<file path="config.mk">
export PLATFORM = sky130hd
export DESIGN_NAME = bk_pipe_adder
export DESIGN_NICKNAME = d
export VERILOG_FILES = /design/src/rtl/bk_pipe_adder.sv
export SDC_FILE = /design/constraint.sdc
export NUM_CORES = 1
export LEC_CHECK = 0
export ABC_CLOCK_PERIOD_IN_PS = 3700
export CAP_MARGIN = 40
export CORE_UTILIZATION = 35
export DETAILED_ROUTE_END_ITERATION = 16
export GPL_ROUTABILITY_DRIVEN = 0
export SYNTH_ARGS = -nofsm -noshare
export SYNTH_HDL_FRONTEND = slang
export SYNTH_SLANG_ARGS = --single-unit
</file>
<file path="constraint.sdc">
create_clock -name clk -period 3.7 [get_ports clk]
set_clock_uncertainty 0.15 [all_clocks]
set_input_delay 0.555 -clock clk [delete_from_list [all_inputs] [get_ports clk]]
set_output_delay 0.555 -clock clk [all_outputs]
set_load 0.005 [all_outputs]
</file>
<file path="src/rtl/bk_pipe_adder.sv">
// Pipelined Brent-Kung parallel-prefix adder/subtractor with valid/ready flow control.
// The prefix tree is sized to the next power of two above N; register ranks sit at evenly spaced tree levels.
module bk_pipe_adder #(
  parameter int N            = 32,
  parameter int PIPE_STAGES  = 2,
  parameter int SIGNED_FLAGS = 1
) (
  input  logic         clk,
  input  logic         rst,
  input  logic         in_valid,
  output logic         in_ready,
  input  logic [N-1:0] a,
  input  logic [N-1:0] b,
  input  logic         cin,
  input  logic         sub,
  output logic         out_valid,
  input  logic         out_ready,
  output logic [N-1:0] sum,
  output logic         cout,
  output logic         ovf,
  output logic         zero
);

  localparam int LOG    = (N <= 2) ? 1 : $clog2(N);
  localparam int P      = 1 << LOG;
  localparam int LEVELS = 2 * LOG - 1;

  // One tree level's worth of state: valid bit, carry-in, raw propagate for the
  // final XOR, and the running group generate/propagate vectors.
  typedef struct packed {
    logic         v;
    logic         c;
    logic [P-1:0] x;
    logic [P-1:0] g;
    logic [P-1:0] p;
  } stg_t;

  function automatic bit is_reg(input int lvl);
    bit hit;
    hit = 1'b0;
    for (int k = 1; k < PIPE_STAGES; k++)
      if ((k * LEVELS) / PIPE_STAGES == lvl) hit = 1'b1;
    return hit;
  endfunction

  // Levels 1..LOG form the up-sweep; LOG+1..LEVELS the down-sweep.
  function automatic stg_t sweep(input stg_t s, input int lvl);
    stg_t r;
    int   d;
    int   span;
    r = s;
    if (lvl <= LOG) begin
      d    = lvl;
      span = 1 << (d - 1);
      for (int i = 0; i < P; i++)
        if ((i % (1 << d)) == (1 << d) - 1 && i >= span) begin
          r.g[i] = s.g[i] | (s.p[i] & s.g[i-span]);
          r.p[i] = s.p[i] & s.p[i-span];
        end
    end else begin
      d    = 2 * LOG - lvl;
      span = 1 << (d - 1);
      for (int i = 0; i < P; i++)
        if (i >= (1 << d) && (i % (1 << d)) == span - 1) begin
          r.g[i] = s.g[i] | (s.p[i] & s.g[i-span]);
          r.p[i] = s.p[i] & s.p[i-span];
        end
    end
    return r;
  endfunction

  logic         adv;
  logic [N-1:0] b_eff;
  logic         c_eff;
  stg_t         s0;
  stg_t         lvl_out [0:LEVELS];
  stg_t         lvl_in  [1:LEVELS];

  assign adv      = ~out_valid | out_ready;
  assign in_ready = adv;

  always_comb begin
    b_eff = sub ? ~b : b;
    c_eff = sub | cin;
    // NOTE: the whole bundle gets a default first so padding bits and every field are always assigned (no latches).
    s0             = '0;
    s0.v           = in_valid;
    s0.c           = c_eff;
    s0.x[N-1:0]    = a ^ b_eff;
    s0.p[N-1:0]    = a ^ b_eff;
    s0.g[N-1:0]    = a & b_eff;
    // Carry-in folded in as a (G=cin, P=0) group at position -1.
    s0.g[0]        = s0.g[0] | (s0.p[0] & c_eff);
    s0.p[0]        = 1'b0;
  end

  assign lvl_out[0] = s0;

  for (genvar l = 0; l < LEVELS; l++) begin : g_lvl
    localparam bit REG = is_reg(l);
    if (REG) begin : g_rank
      stg_t r;
      // NOTE: non-blocking assignment so every rank samples its predecessor's pre-edge value.
      always_ff @(posedge clk) begin
        if (rst)      r <= '0;
        else if (adv) r <= lvl_out[l];
      end
      assign lvl_in[l+1] = r;
    end else begin : g_wire
      assign lvl_in[l+1] = lvl_out[l];
    end
    assign lvl_out[l+1] = sweep(lvl_in[l+1], l + 1);
  end

  stg_t         f;
  logic [P-1:0] carry;
  logic [N-1:0] sum_d;
  logic         cout_d;
  logic         ovf_d;
  logic         unused_bits;

  assign f      = lvl_out[LEVELS];
  assign carry  = {f.g[P-2:0], f.c};
  assign sum_d  = f.x[N-1:0] ^ carry[N-1:0];
  assign cout_d = f.g[N-1];
  assign ovf_d  = (SIGNED_FLAGS != 0) ? (carry[N-1] ^ cout_d) : 1'b0;
  assign unused_bits = ^{f.p, f.x, f.g, carry};

  // Output rank; datapath state is cleared on reset along with the valid bit.
  always_ff @(posedge clk) begin
    if (rst) begin
      out_valid <= 1'b0;
      sum       <= '0;
      cout      <= 1'b0;
      ovf       <= 1'b0;
      zero      <= 1'b0;
    end else if (adv) begin
      out_valid <= f.v;
      sum       <= sum_d;
      cout      <= cout_d;
      ovf       <= ovf_d;
      zero      <= ~|sum_d;
    end
  end

endmodule

</file>
# Word level (Yosys, flattened, before mapping)
# Index checks and enable logic that the tools add are counted.
# classes
bitwise_logic	150
muxes	1
n_reduce_logical	2
# ops
operator	count
bitwise AND 1 bit	84
XOR 32 bit	2
OR 1 bit	60
bitwise AND 32 bit	1
two-way mux 32 bit	1
NOT 32 bit	1
OR reduction 32 bit	1
zero test 1 bit	1
NOT 1 bit	1
XOR 1 bit	1
# word_totals
word_cells	163
register_bits	129

# Logic depth before layout (Yosys ltp)
# Gate-level depths: netlist (run 1).
# logic_depth
ltp_word	13
ltp_mapped	8
mapped_depth_nobuf	8

# Worst setup path after synthesis (run 1)
# Ideal clock, no wire load.
# synth_timing
path_type	in2reg
startpoint	in sub
endpoint	reg g_lvl[4].g_rank.r[55] (netlist bit)
required_time_ns	3.416
setup_ns	0.134
path_slack_ns	1.242
t_arrival_ns	2.174
cell_stages	8
cell_sequence	buf_2 buf_2 xor2_1 ha_1 a21o_1 a21o_1 a221oi_1 a21oi_1
# synth_lines
element	line_no	source
start: declaration	15	input logic sub,
end signal: assignment	106	else if (adv) r <= lvl_out[l];
end: declaration	102	stg_t r;

# Worst setup path after layout (run 1)
# layout_timing
startpoint	in out_ready
endpoint	out in_ready
# layout_between
elab_chain_cells	1
# layout_rtl
element	line_no	source
start: declaration	17	input logic out_ready,
OR 1 bit	79	assign adv = ~out_valid | out_ready;
end: declaration	11	output logic in_ready,
# No other way between the ends.

==> results by group, run 1 <==
Setup path
  – Setup crit start kind: input port
  – WP data arrival: 1.92 ns
  – Reg2reg path depth: 7
  – Critical path origin: out_ready
  – Worst EP required: ~3 ns
  – Origin of the critical flop-to-flop path: carry[8]$_SDFFE_PP0P_
  – Crit end category: output pin
  – Crit path to: in_ready
  – R2R Setup Slk: 1.20 ns
  – WS Path Type: in2out
  – RR Endpoint: zero$_SDFFE_PP0P_
  – Worst Path Max Fanout: 12

Logic synthesis
  – Top cells by area, synth: dfxtp_1 42%, nand2_1 11%, ha_1 11%
  – Syn Inst Count: roughly 680
  – Synth top area share: 0.4164
  – Syn_nets: between 700 and 800
  – Post-synth top area cell: dfxtp_1
  – Ys Warns: 0
  – Netlist cell types: 37
  – Post-synthesis register bit count: between 100 and 150
  – Avg Inst Size Synth: just over 8 um^2
  – Post-Syn Area: about 0.0055 mm^2
  – Register area share after synthesis: 0.4164

Detailed routing
  – Vias: roughly 5000
  – ANT nets after route: 0
  – Drt first pass iters: 5
  – Drt drc: 0
  – WL/cell: between 10 and 15 um
  – 1st-iter DRT viols: approximately 380
  – DRT Wirelength: between 10 and 15 mm
  – Via-to-Cell Ratio: 5.034

Power
  – Seq pwr share: 0.371
  – VDD IR-drop max: between 0.3 and 0.4 mV
  – Leakage: 3.082 nW
  – Power share of the clock group: 0.439
  – Cell Pwr Density: between 500 and 600 mW/mm^2
  – Logic pwr share: 0.190
  – Sw Ratio: 0.2606
  – Internal power: 0.002848 W
  – Switch Pwr: 0.001004 W

Clock tree
  – Root buf cell: clkbuf_16
  – CTS Sinks: 114
  – Hold-fix buffers, CTS: 0
  – CTS tree: done
  – Post-CTS Setup Bufs: 0
  – Reg clk slew, reported paths: 0.05 ns
  – Worst-Skew Late Latency: 0.41 ns
  – Cts repair resizes: 0
  – TritonCTS Buffers: 17
  – CTS Buffer Depth: 2
  – H-tree depth: 4

Timing
  – Worst Tran Pin Value: around 0.65 ns
  – Slew HR: 0.5694
  – Slew Viols, Final: 0
  – Final Hold Fails: 0
  – FMAX: 381.4 MHz
  – Final worst slack: between 1 and 1.5 ns
  – RSZ-0062 raised after global routing: false
  – Total negative setup slack: 0 ns
  – Final min period: 2.622 ns
  – Final setup fails: 0
  – Period utilisation layout: 0.7086

Flow run
  – Max Cap Viol: 0

Layout
  – P&R area growth vs syn: 33.52%
  – Layout cells sized above 1: 0.05520
  – Final net count: a little under 900
  – Number of diodes: 0
  – Filler Cells Inserted: roughly 1400

Global routing
  – First-pass GRT wire length: ~24 mm
  – GRT Overall Usage: 0.1877
  – Largest net degree at the start of global routing: approximately 110
  – Vias in the first global route: about 4900
  – Total grt overflow: 0
  – Initial antenna violation count: 0

Worst hold path
  – Hold depth: 2
  – Worst min-delay path class: reg2reg

Die
  – Rows: 45
  – Die area: roughly 0.016 mm^2
  – Initial core utilization: 0.3592
  – I/O pin count: 107
  – Die W: roughly 130 um
  – Area of the core: 0.01526 mm^2
  – Die H: 127.1 um

Place
  – Port Buf Inserts: roughly 110
  – Placement Setup Slack: 0.7589 ns
  – Detail Placement HPWL: around 10 mm

Outcome
  – Status: finished, final reports clean
==> flip-flops by register name, indices dropped and copies added, names as in the netlist <==
register / cells
cout: 1
carry: 6
ovf: 1
sum: 32
out_valid: 1
f: 33
g_lvl.g_rank.r: 39
zero: 1
==> worst min-delay path by stage <==
stage / endpoint / slack (ns) / start
6_report: sum[13]$_SDFFE_PP0P_ / 0.30 / sum[13]$_SDFFE_PP0P_
4_1_cts: g_lvl[4].g_rank.r[23]$_SDFFE_PP0P_ / 0.30 / g_lvl[4].g_rank.r[23]$_SDFFE_PP0P_
2_1_floorplan: g_lvl[4].g_rank.r[23]$_SDFFE_PP0P_ / 0.28 / g_lvl[4].g_rank.r[23]$_SDFFE_PP0P_
5_1_grt: sum[19]$_SDFFE_PP0P_ / 0.32 / sum[19]$_SDFFE_PP0P_
3_5_place_dp: sum[28]$_SDFFE_PP0P_ / 0.29 / sum[28]$_SDFFE_PP0P_
3_3_place_gp: g_lvl[4].g_rank.r[13]$_SDFFE_PP0P_ / 0.29 / g_lvl[4].g_rank.r[13]$_SDFFE_PP0P_
==> cells in the mapped netlist <==
| master | count |
|---|---|
| o31ai_1 | 2 |
| o22ai_1 | 3 |
| and3_1 | 2 |
| o211ai_1 | 1 |
| a211o_1 | 2 |
| xnor2_1 | 5 |
| a221oi_1 | 2 |
| inv_1 | 1 |
| nand4_1 | 8 |
| nor2b_1 | 1 |
| inv_2 | 1 |
| a21o_1 | 15 |
| dfxtp_1 | 114 |
| or3_1 | 13 |
| nor3_1 | 6 |
| clkbuf_1 | 20 |
| xor2_1 | 33 |
| a21oi_1 | 106 |
| a22oi_1 | 5 |
| nand2b_1 | 1 |
| nor4_1 | 2 |
| or4_4 | 1 |
| and4_1 | 2 |
| buf_2 | 17 |
| a2111oi_0 | 1 |
| a311oi_1 | 1 |
| a211oi_2 | 1 |
| o221a_2 | 1 |
| nand3_1 | 21 |
| ha_1 | 47 |
| or4_1 | 1 |
| o221ai_1 | 1 |
| o21ai_0 | 22 |
| a211oi_1 | 10 |
| nand2_1 | 164 |
| nor2_1 | 39 |
| buf_1 | 4 |
==> logic make-up (layout without fill, tap and decap cells) <==
kind of cell	count (synthesis)	count (layout)	synth area share
compound gates	173	173	0.1811
xor+xnor	38	38	0.06073
fa+ha+maj	47	47	0.1073
buf+inv	43	146	0.03333
flops	114	114	0.4164
simple gates	261	261	0.2011
==> through the flow <==
stage,instances,utilization,power [W],hold WS [ns],cell area (um^2)
5_1_grt,990,0.4795,0.004032,0.3198,7317
3_5_place_dp,958,0.4392,0.002184,0.2939,6701
3_3_place_gp,958,0.4392,0.002168,0.2888,6701
2_1_floorplan,676,-,0.001864,0.2820,5480
4_1_cts,990,0.4795,0.003882,0.3036,7317
6_report,990,0.4795,0.003852,0.2990,7317
==> worst max-delay path, stage by stage <==
cell	delay [ns]
clkdlybuf4s50_1	0.44
nor2b_4	0.17
clkinv_2	0.22
clkdlybuf4s50_1	0.53
==> final cells by class <==
| class | count | area (um^2) | share of cell area |
|---|---|---|---|
| tap | 211 | 264.0 | 0.03608 |
| sequential | 114 | 2282 | 0.3119 |
| multi-input combinational | 519 | 3023 | 0.4131 |
| clock buffer | 23 | 488.0 | 0.06669 |
| timing repair buffer | 112 | 1124 | 0.1536 |
| inverter | 2 | 8.758 | 0.001197 |
| clock inverter | 9 | 127.6 | 0.01744 |
==> routing by layer <==
layer / global-route usage / vias to the layer above / wire length (um)
li1: - / 2528 / -
met1: 0.2411 / 2310 / 6774
met2: 0.3058 / 128 / 6921
met3: 0.04899 / 18 / 710
met4: 0.06303 / 0 / 190
met5: 0 / - / 0
==> power by group through the flow <==
stage,Combinational [W],Clock [W],Sequential (W)
finish,0.000731,0.00169,0.00143
global route,0.000809,0.00178,0.00145
CTS,0.000734,0.00172,0.00143
detailed placement,0.000728,0,0.00146
global placement,0.000719,0,0.00145
floorplan,0.000422,0,0.00144
==> placed cells by master, fill, tap and decap left out, types with 5 or more instances in the layout <==
cell type,instances
nor3_1,6
a21o_1,15
or3_1,13
clkbuf_16,17
a22oi_1,5
xnor2_1,5
o21ai_0,22
dfxtp_1,114
a21oi_1,106
clkdlybuf4s50_1,104
nor2_1,39
nand2_1,164
buf_4,5
a211oi_1,10
nand4_1,8
xor2_1,33
ha_1,47
nand3_1,21
Power figures use the tool's default switching activity.
==> inputs of run 2 (changes only) <==
Settings changed: ABC_CLOCK_PERIOD_IN_PS 3700 to 2300.
Clock period 3.7 ns to 2.3 ns, I/O delays scaled along.
==> run 2 against run 1 <==
Global-route usage is 0.12 points higher. Clock power increased by 34%. Combinational power grew 87%. Critical path depth increased by 4. Via count rose by 2.3%. First-iteration DRC count up 7.7%. Cell count increased by 4.5%. Routed wire length rose by 0.62%. Sequential share of layout area is 1.5 points lower. Critical endpoint is now zero$_SDFFE_PP0P_. Non-clock buffer count rose by 51. Power increased by 54%.
==> results by group, run 2 (same netlist as run 1, synthesis figures left out) <==
Die
  – Die area: between 0.015 and 0.02 mm^2
  – I/O pin count: 107
  – Die H: between 100 and 150 um
  – Initial core utilization: 0.3592
  – Die W: between 100 and 150 um
  – Area of the core: 0.01526 mm^2
  – Rows: 45

Power
  – Power share of the clock group: 0.382
  – Sw Ratio: 0.2596
  – Seq pwr share: 0.388
  – Internal power: about 0.0044 W
  – Switch Pwr: 0.001543 W
  – Logic pwr share: 0.230
  – Leakage: between 3 and 4 nW
  – Cell Pwr Density: 771.4 mW/mm^2
  – Overall Power: ~0.006 W
  – VDD IR-drop max: about 0.44 mV

Place
  – Placement Setup Slack: -0.2265 ns
  – Detail Placement HPWL: 10.70 mm
  – Port Buf Inserts: approximately 110

Global routing
  – Vias in the first global route: just over 5000
  – First-pass GRT wire length: ~24 mm
  – Initial antenna violation count: 0
  – Total grt overflow: 0
  – GRT Overall Usage: 0.1890
  – Largest net degree at the start of global routing: slightly above 80

Clock tree
  – Worst-Skew Late Latency: ~0.4 ns
  – Reg clk slew, reported paths: around 0.05 ns
  – Root buf cell: clkbuf_16
  – Post-CTS Setup Bufs: 0
  – CTS tree: done
  – H-tree depth: 4
  – TritonCTS Buffers: 17
  – CTS Buffer Depth: 2
  – CTS Sinks: around 110
  – Hold-fix buffers, CTS: 0

Setup path
  – WS Path Type: reg2reg
  – R2R Setup Slk: roughly 0.0069 ns
  – WP data arrival: around 2.5 ns
  – Origin of the critical flop-to-flop path: carry[16]$_SDFFE_PP0P_
  – Worst Path Max Fanout: 4
  – Setup crit start kind: flip-flop
  – Reg2reg path depth: 8
  – RR Endpoint: zero$_SDFFE_PP0P_
  – Worst EP required: between 2 and 2.5 ns
  – Critical path origin: carry[16]$_SDFFE_PP0P_
  – Crit end category: flip-flop
  – Crit path to: zero$_SDFFE_PP0P_

Timing
  – Worst Tran Pin Value: between 0.6 and 0.7 ns
  – Final min period: approximately 2.3 ns
  – FMAX: 436.1 MHz
  – Final setup fails: 0
  – Final worst slack: slightly below 0.007 ns
  – Slew Viols, Final: 0
  – RSZ-0062 raised after global routing: true
  – Slew HR: 0.5504
  – Final Hold Fails: 0
  – Period utilisation layout: 0.9970

Layout
  – Sequential Area: approximately 0.0023 mm^2
  – Largest register FFs: 39
  – Most frequent cells in the layout: 164 x nand2_1, 113 x dfxtp_1, 106 x a21oi_1
  – Commonest non-fill, non-tap cell in the layout: nand2_1
  – Filler Cells Inserted: roughly 1500
  – Multi-input logic area: slightly above 0.003 mm^2
  – P&R area growth vs syn: 40.64%
  – Final core utilization: 0.5051
  – Final net count: between 900 and 1000
  – Register bank with the most flops: g_lvl.g_rank.r
  – Number of diodes: 0
  – Layout cells sized above 1: 0.1153

Detailed routing
  – Vias: 5100
  – 1st-iter DRT viols: around 400
  – Drt drc: 0
  – DRT Wirelength: 14.69 mm
  – WL/cell: 14.19 um
  – Drt first pass iters: 4
  – ANT nets after route: 0
  – Via-to-Cell Ratio: ~4.9

Flow run
  – Max Cap Viol: 0

Outcome
  – Status: finished, final reports clean

Worst hold path
  – Worst min-delay path class: in2reg
==> run 2: cell count changes in the layout (fill, tap and decap cells not counted), sizes merged <==
cell	previous run	this run
buf	8	59
bufinv	3	0
clkbuf	23	26
clkinv	4	1
clkinvlp	3	0
==> run 2: layout make-up <==
| cell class | count | area share |
|---|---|---|
| Tap cell | 211 | 0.03425 |
| Timing Repair Buffer | 163 | 0.1987 |
| Multi-Input combinational cell | 519 | 0.4032 |
| Inverter | 2 | 0.001136 |
| Clock buffer | 26 | 0.06607 |
| Sequential cell | 114 | 0.2966 |
==> run 2: repair_timing <==
action / CTS / global route
pin swaps: 7 / 6
endpoints found under the setup margin: 1 / 1
resized for setup: 8 / 4
==> run 2: per-layer routing <==
metal,GRT usage,routed length (um)
met1,0.2397,6991
met2,0.3190,7062
met3,0.04606,511
met4,0.05322,121
met5,0,0
==> run 2: worst max-delay path: stages (launching register included) <==
cell and delay (ns):
dfxtp_4 0.36, a21o_1 0.19, a21o_1 0.19, a21o_1 0.20, ha_4 0.17, or3_4 0.35
a211oi_4 0.22, nand4_1 0.14, o31ai_1 0.23
==> run 2: stage by stage <==
| stage | instance area, um^2 | hold slack (ns) | setup TNS, ns | instances |
|---|---|---|---|---|
| 2_1_floorplan | 5480 | 0.2820 | 0 | 676 |
| 3_3_place_gp | 7109 | 0.2902 | -0.6671 | 1009 |
| 3_5_place_dp | 7109 | 0.2937 | -0.9445 | 1009 |
| 4_1_cts | 7671 | 0.2491 | -0.01876 | 1035 |
| 5_1_grt | 7707 | 0.2747 | -0.1098 | 1035 |
| 6_report | 7707 | 0.2671 | 0 | 1035 |
==> run 2: worst min-delay path by stage <==
stage / from / endpoint / depth (start not counted)
final: rst / sum[1]$_SDFFE_PP0P_ / 4
after CTS: rst / sum[1]$_SDFFE_PP0P_ / 4
after detailed placement: g_lvl[4].g_rank.r[17]$_SDFFE_PP0P_ / g_lvl[4].g_rank.r[17]$_SDFFE_PP0P_ / 2
after global routing: rst / g_lvl[4].g_rank.r[59]$_SDFFE_PP0P_ / 3
after floorplan: g_lvl[4].g_rank.r[23]$_SDFFE_PP0P_ / g_lvl[4].g_rank.r[23]$_SDFFE_PP0P_ / 2
after global placement: g_lvl[4].g_rank.r[17]$_SDFFE_PP0P_ / g_lvl[4].g_rank.r[17]$_SDFFE_PP0P_ / 2
==> run 2: power by group through the flow <==
stage / clock, W / sequential (W) / combinational [W]
3_3_place_gp: 0 / 0.00233 / 0.00131
4_1_cts: 0.00232 / 0.00231 / 0.00136
3_5_place_dp: 0 / 0.00234 / 0.00132
6_report: 0.00227 / 0.00231 / 0.00137
5_1_grt: 0.00241 / 0.00233 / 0.00152
2_1_floorplan: 0 / 0.00232 / 0.000680
